## src/rtl/mips_multicycle_ctrl.sv

```systemverilog
`default_nettype none
// ============================================================================
// Module : mips_multicycle_ctrl
// Brief  : Multicycle MIPS control FSM driving datapath enables and ALU codes.
// Rev    : 1.0  initial release
// ============================================================================
module mips_multicycle_ctrl #(
    parameter int CNT_W           = 32,
    parameter int TRAP_ON_ILLEGAL = 1
) (
    input  logic             clk,
    input  logic             rst_n,
    input  logic [5:0]       opcode,
    input  logic [5:0]       funct,
    input  logic             zero,
    input  logic             mem_ready,
    output logic [3:0]       alu_control,
    output logic             alu_src_a,
    output logic [1:0]       alu_src_b,
    output logic             imm_zext,
    output logic [1:0]       pc_src,
    output logic             pc_write,
    output logic             iord,
    output logic             mem_read,
    output logic             mem_write,
    output logic             ir_write,
    output logic             reg_dst,
    output logic             mem_to_reg,
    output logic             reg_write,
    output logic             illegal,
    output logic [CNT_W-1:0] instr_count
);

    typedef enum logic [3:0] {
        S_IDLE   = 4'd0,  S_FETCH  = 4'd1,  S_DECODE = 4'd2,  S_EXEC   = 4'd3,
        S_ALUWB  = 4'd4,  S_MEMADR = 4'd5,  S_MEMRD  = 4'd6,  S_MEMWB  = 4'd7,
        S_MEMWR  = 4'd8,  S_BRANCH = 4'd9,  S_IEXEC  = 4'd10, S_IWB    = 4'd11,
        S_LUIEX  = 4'd12, S_JUMP   = 4'd13, S_TRAP   = 4'd14
    } state_t;

    localparam logic [3:0] c_alu_and = 4'b0000;
    localparam logic [3:0] c_alu_or  = 4'b0001;
    localparam logic [3:0] c_alu_add = 4'b0010;
    localparam logic [3:0] c_alu_sub = 4'b0110;
    localparam logic [3:0] c_alu_slt = 4'b0111;
    localparam logic [3:0] c_alu_nor = 4'b1100;
    localparam logic [3:0] c_alu_lui = 4'b0011;

    localparam logic [CNT_W-1:0] c_one = {{(CNT_W-1){1'b0}}, 1'b1};
    localparam state_t c_bad_dest = (TRAP_ON_ILLEGAL != 0) ? S_TRAP : S_FETCH;

    state_t           r_state;
    state_t           w_next;
    logic [CNT_W-1:0] r_count;
    logic             w_retire;
    logic             w_funct_ok;
    logic [3:0]       w_r_alu;
    logic [3:0]       w_i_alu;

    always_comb begin
        w_funct_ok = 1'b1;
        w_r_alu    = c_alu_add;
        case (funct)
            6'h20:   w_r_alu = c_alu_add;
            6'h22:   w_r_alu = c_alu_sub;
            6'h24:   w_r_alu = c_alu_and;
            6'h25:   w_r_alu = c_alu_or;
            6'h27:   w_r_alu = c_alu_nor;
            6'h2A:   w_r_alu = c_alu_slt;
            default: w_funct_ok = 1'b0;
        endcase
        case (opcode)
            6'h0C:   w_i_alu = c_alu_and;
            6'h0D:   w_i_alu = c_alu_or;
            6'h0A:   w_i_alu = c_alu_slt;
            default: w_i_alu = c_alu_add;
        endcase
    end

    always_ff @(posedge clk or negedge rst_n) begin
        if (!rst_n) begin
            r_state <= S_IDLE;
            r_count <= '0;
        end else begin
            r_state <= w_next;
            if (w_retire)
                r_count <= r_count + c_one;
        end
    end

    always_comb begin
        w_next      = r_state;
        w_retire    = 1'b0;
        alu_control = c_alu_and;
        alu_src_a   = 1'b0;
        alu_src_b   = 2'b00;
        imm_zext    = 1'b0;
        pc_src      = 2'b00;
        pc_write    = 1'b0;
        iord        = 1'b0;
        mem_read    = 1'b0;
        mem_write   = 1'b0;
        ir_write    = 1'b0;
        reg_dst     = 1'b0;
        mem_to_reg  = 1'b0;
        reg_write   = 1'b0;
        illegal     = 1'b0;
        case (r_state)
            S_IDLE: w_next = S_FETCH;
            S_FETCH: begin
                mem_read    = 1'b1;
                alu_src_b   = 2'b01;
                alu_control = c_alu_add;
                pc_write    = mem_ready;
                ir_write    = mem_ready;
                if (mem_ready)
                    w_next = S_DECODE;
            end
            S_DECODE: begin
                // Speculatively form the branch target so BRANCH can load it from ALUOut.
                alu_src_b   = 2'b11;
                alu_control = c_alu_add;
                case (opcode)
                    6'h00:                      w_next = S_EXEC;
                    6'h23, 6'h2B:               w_next = S_MEMADR;
                    6'h04, 6'h05:               w_next = S_BRANCH;
                    6'h08, 6'h0C, 6'h0D, 6'h0A: w_next = S_IEXEC;
                    6'h0F:                      w_next = S_LUIEX;
                    6'h02:                      w_next = S_JUMP;
                    default: begin
                        w_next   = c_bad_dest;
                        w_retire = (TRAP_ON_ILLEGAL == 0);
                    end
                endcase
            end
            S_EXEC: begin
                alu_src_a   = 1'b1;
                alu_control = w_r_alu;
                w_next      = w_funct_ok ? S_ALUWB : c_bad_dest;
            end
            S_ALUWB: begin
                reg_dst   = 1'b1;
                reg_write = 1'b1;
                w_retire  = 1'b1;
                w_next    = S_FETCH;
            end
            S_MEMADR: begin
                alu_src_a   = 1'b1;
                alu_src_b   = 2'b10;
                alu_control = c_alu_add;
                w_next      = (opcode == 6'h2B) ? S_MEMWR : S_MEMRD;
            end
            S_MEMRD: begin
                mem_read = 1'b1;
                iord     = 1'b1;
                if (mem_ready)
                    w_next = S_MEMWB;
            end
            S_MEMWB: begin
                mem_to_reg = 1'b1;
                reg_write  = 1'b1;
                w_retire   = 1'b1;
                w_next     = S_FETCH;
            end
            S_MEMWR: begin
                mem_write = 1'b1;
                iord      = 1'b1;
                w_retire  = mem_ready;
                if (mem_ready)
                    w_next = S_FETCH;
            end
            S_BRANCH: begin
                alu_src_a   = 1'b1;
                alu_control = c_alu_sub;
                pc_src      = 2'b01;
                pc_write    = (opcode == 6'h04) ? zero : ~zero;
                w_retire    = 1'b1;
                w_next      = S_FETCH;
            end
            S_IEXEC: begin
                alu_src_a   = 1'b1;
                alu_src_b   = 2'b10;
                alu_control = w_i_alu;
                imm_zext    = (opcode == 6'h0C) || (opcode == 6'h0D);
                w_next      = S_IWB;
            end
            S_IWB: begin
                reg_write = 1'b1;
                w_retire  = 1'b1;
                w_next    = S_FETCH;
            end
            S_LUIEX: begin
                alu_src_b   = 2'b10;
                alu_control = c_alu_lui;
                w_next      = S_IWB;
            end
            S_JUMP: begin
                pc_src   = 2'b10;
                pc_write = 1'b1;
                w_retire = 1'b1;
                w_next   = S_FETCH;
            end
            S_TRAP: illegal = 1'b1;
            default: w_next = S_IDLE;
        endcase
    end

    assign instr_count = r_count;

endmodule
`default_nettype wire

```

## config.mk

```make
export PLATFORM = sky130hd
export DESIGN_NAME = mips_multicycle_ctrl
export DESIGN_NICKNAME = d
export VERILOG_FILES = /design/src/rtl/mips_multicycle_ctrl.sv
export SDC_FILE = /design/constraint.sdc
export NUM_CORES = 1
export LEC_CHECK = 0
export ABC_CLOCK_PERIOD_IN_PS = 4700
export BUFFER_PORTS_ARGS = -buffer_cell sky130_fd_sc_hd__buf_2
export CORE_MARGIN = 3
export CORE_UTILIZATION = 56
export DETAILED_ROUTE_END_ITERATION = 10
export PLACE_DENSITY_LB_ADDON = 0.1
export SYNTH_ARGS = -nofsm -noshare
export SYNTH_HDL_FRONTEND = slang
export SYNTH_SLANG_ARGS = --single-unit
```

## constraint.sdc

```tcl
create_clock -name clk -period 4.7 [get_ports clk]
set_input_delay 0.94 -clock clk [delete_from_list [all_inputs] [get_ports clk]]
set_output_delay 0.94 -clock clk [all_outputs]
set_load 0.005 [all_outputs]
```

==> flow_metrics.env <==
export IMPL_synth_nets=296
export IMPL_clock_skew_ns=0.00478
export IMPL_critPathArrivalTime_ns=2.05
export IMPL_via_per_inst=5.81
export IMPL_io_pins=67
export IMPL_setup_tns_ns=0
export IMPL_clock_sinks=36
export IMPL_post_route_drc_count=0
export IMPL_holdWs_ns=0.489
export IMPL_cts_setup_buffers=0
export IMPL_grt_total_usage_pct=23.0
export IMPL_rows=22
export IMPL_path_buf_inv=2
export IMPL_final_seq_area_um2=901
export IMPL_antenna_left=0
export IMPL_hold_start="instr_count[26]"
export IMPL_reg2reg_from="r_state[1]"
export IMPL_dp_hpwl_um=4170
export IMPL_crit_path_start="opcode[3]"
export IMPL_synthCells=279
export IMPL_setup_violations=0
export IMPL_cts_tree="done"
export IMPL_fmax_ghz=0.335
export IMPL_fin_nets=355
export IMPL_powerDensity_nw_per_um2=434
export IMPL_drtPass1Iterations=6
export IMPL_numCtsBuffers=5
export IMPL_drive_above_1_share_pct=23.7
export IMPL_criticalPathCategory="input pin to primary output"
export IMPL_die_x_um=70.6
export IMPL_grt_overflow_total=0
export IMPL_antenna_found_initial=0
export IMPL_min_path_cells=1
export IMPL_synth_top_area_cell="dfrtp_1"
export IMPL_port_buffers=66
export IMPL_grt_pass1_vias=1963
export IMPL_ys_ff_latch=36
export IMPL_ys_top_cells_by_area="dfrtp_1, xor2_1, xnor2_1, nand2_1, nor3_1"
export IMPL_rrSetupSlack_ns=2.07
export IMPL_r2r_end="instr_count[14]"
export IMPL_avgSynthCellArea_um2=8.36
export IMPL_cp_max_fo=8
export IMPL_whs_endpoint="instr_count[26]"
export IMPL_path_cells="buf_2, nor3b_1, a31oi_1, a21o_1, a21oi_1, o22ai_1, buf_2"
export IMPL_post_route_min_period_ns=2.99
export IMPL_ys_flop_type="dfrtp_1"
export IMPL_cpMaxStageDelayCell="nor3b_1"
export IMPL_cp_common_cell="buf_2"
export IMPL_drt_iter0_markers=283
export IMPL_syn_area_um2=2330
export IMPL_required_ns=3.76
export IMPL_start_kind="input pin"
export IMPL_clock_tree_buffer_depth=2
export IMPL_die_h_um=70.6
export IMPL_max_cap_violations=0
export IMPL_total_leakage_power_nw=1.33
export IMPL_seq_area_frac_synth_pct=38.6
export IMPL_cp_slowest_stage_delay_ns=0.26
export IMPL_async_reset_ff_share_pct=100
export IMPL_finalHoldViolCount=0
export IMPL_rsz0062_at_grt="no"
export IMPL_grt_pass1_wl_um=9370
export IMPL_slew_headroom_pct=48.6
export IMPL_start_util_pct=61.0
export IMPL_synth_edff_count=0
export IMPL_gp_congestion=0.892
export IMPL_wl_um=5570
export IMPL_synth_top_area_share_pct=38.6
export IMPL_min_period_over_period_pct=63.5
export IMPL_outcome="complete, no violations"
export IMPL_ir_drop_mv=0.267
export IMPL_vias=2242
export IMPL_cp_end_kind="primary output"
export IMPL_grt_max_degree=37
export IMPL_yosys_warnings=0
export IMPL_synth_distinct_cells=42
export IMPL_cp_top_family="compound AO/OA/AOI/OAI gates"
export IMPL_clkTransAtPathRegs_ns=0.07
export IMPL_hold_class="register to register"
export IMPL_htreeDepth=2
export IMPL_cts_root_buf="clkbuf_8"
export IMPL_cts_resized=0
export IMPL_worst_pin_slew_ns=0.772
export IMPL_multi_input_area_um2=1360
export IMPL_core_region_area_um2=3830
export IMPL_postCtsHoldBufs=0
export IMPL_drv_slew=0
export IMPL_clk_latency_ns=0.29
export IMPL_rr_worst_depth=5
export IMPL_fill_cells=321
export IMPL_diodes=0
export IMPL_area_growth_pct=17.6
export IMPL_dieArea_um2=4980
export IMPL_drt_wirelength_per_cell_um=14.4
[worst max path at each step]
stage	to	slack (ns)	depth (start not counted)
floorplan	pc_write	1.93	6
global placement	alu_control[1]	1.76	7
detailed placement	alu_control[1]	1.73	7
CTS	alu_control[1]	1.73	7
global route	reg_write	1.64	5
finish	alu_control[1]	1.71	7
[power breakdown]
part	switching [mW]	internal [mW]	total, mW	leakage (nW)
Combinational	0.288	0.221	0.509	0.816
Sequential	0.122	0.352	0.474	0.471
Clock	0.107	0.101	0.208	0.0410
[registers in the layout, summed over array words and instances (netlist names)]
| signal | flops |
|---|---|
| instr_count | 32 |
| r_state | 4 |
[cell families after synthesis]
logic type / synth area share (%)
simple gates: 31.6
mux: 0.965
buf+inv: 3.27
flops: 38.6
xor+xnor: 12.4
compound gates: 12.6
fa+ha+maj: 0.536
[metal layers]
metal | GRT usage (%) | share of wire, % | up-vias
li1 | - | - | 1109
met3 | 5.40 | 8.3 | 4
met2 | 32.0 | 42 | 101
met1 | 36.4 | 49 | 1028
met5 | 0 | 0 | -
met4 | 5.22 | 0.68 | 0
[worst reg2reg max path, stage by stage (launching register included)]
cell     delay (ns)
dfrtp_1        0.74
nor2b_1        0.25
a22oi_1        0.40
nand4_1        0.55
nor3_1         0.44
xor2_1         0.17
[synthesized netlist by cell type (2+ instances only)]
library cell  number
o21ai_0            9
and3_1             4
a21oi_1           14
a31oi_1            2
inv_1              5
clkbuf_1           6
nor4_1             6
a311o_1            2
nand2_1           29
xnor2_1           16
nand3_1           17
nand4_1            7
o22ai_1            3
dfrtp_1           36
or2_2              3
nor2_1            27
nor2b_1            7
mux2_2             2
and2_1             3
o21a_1             2
a22oi_1            2
nor3_1            21
buf_2              4
a211oi_1           3
buf_1              4
a21o_1             2
xor2_1            17
nor3b_1            3
nand2b_1           8
o311ai_0           3
[cells in the final DEF (no fill, tap or decap), drive strengths merged, types with 2 or more instances in the layout]
cell type | synthesis | final
buf | 8 | 66
dfrtp | 36 | 36
nand2 | 29 | 29
nor2 | 27 | 27
nor3 | 21 | 21
xor2 | 17 | 17
nand3 | 17 | 17
xnor2 | 16 | 16
a21oi | 14 | 14
o21ai | 9 | 9
nand2b | 8 | 8
nand4 | 8 | 8
nor2b | 7 | 7
nor4 | 7 | 7
clkbuf | 6 | 6
inv | 5 | 5
and3 | 4 | 4
or2 | 3 | 3
nor3b | 3 | 3
o311ai | 3 | 3
o22ai | 3 | 3
a211oi | 3 | 3
and2 | 3 | 3
a31oi | 2 | 2
o21a | 2 | 2
a22oi | 2 | 2
a21o | 2 | 2
mux2 | 2 | 2
a311o | 2 | 2
[stage by stage]
stage	total power, mW	cell area, um^2	std cells	setup slack [ns]	util [%]
3_3_place_gp	0.974	2670	379	1.76	69.7
4_1_cts	1.19	2740	386	1.73	71.7
6_report	1.19	2740	386	1.71	71.7
2_1_floorplan	0.817	2330	279	1.93	-
3_5_place_dp	0.981	2670	379	1.73	69.7
5_1_grt	1.28	2740	386	1.64	71.7
[layout make-up]
class / count / area share (%)
multi-input cells: 224 / 49.4
flip-flops and latches: 36 / 32.8
repair buffers: 66 / 12.0
clock buffers: 6 / 2.64
well taps: 48 / 2.19
inverters: 5 / 0.684
clock inverters: 1 / 0.182
Power figures use the tool's default switching activity.
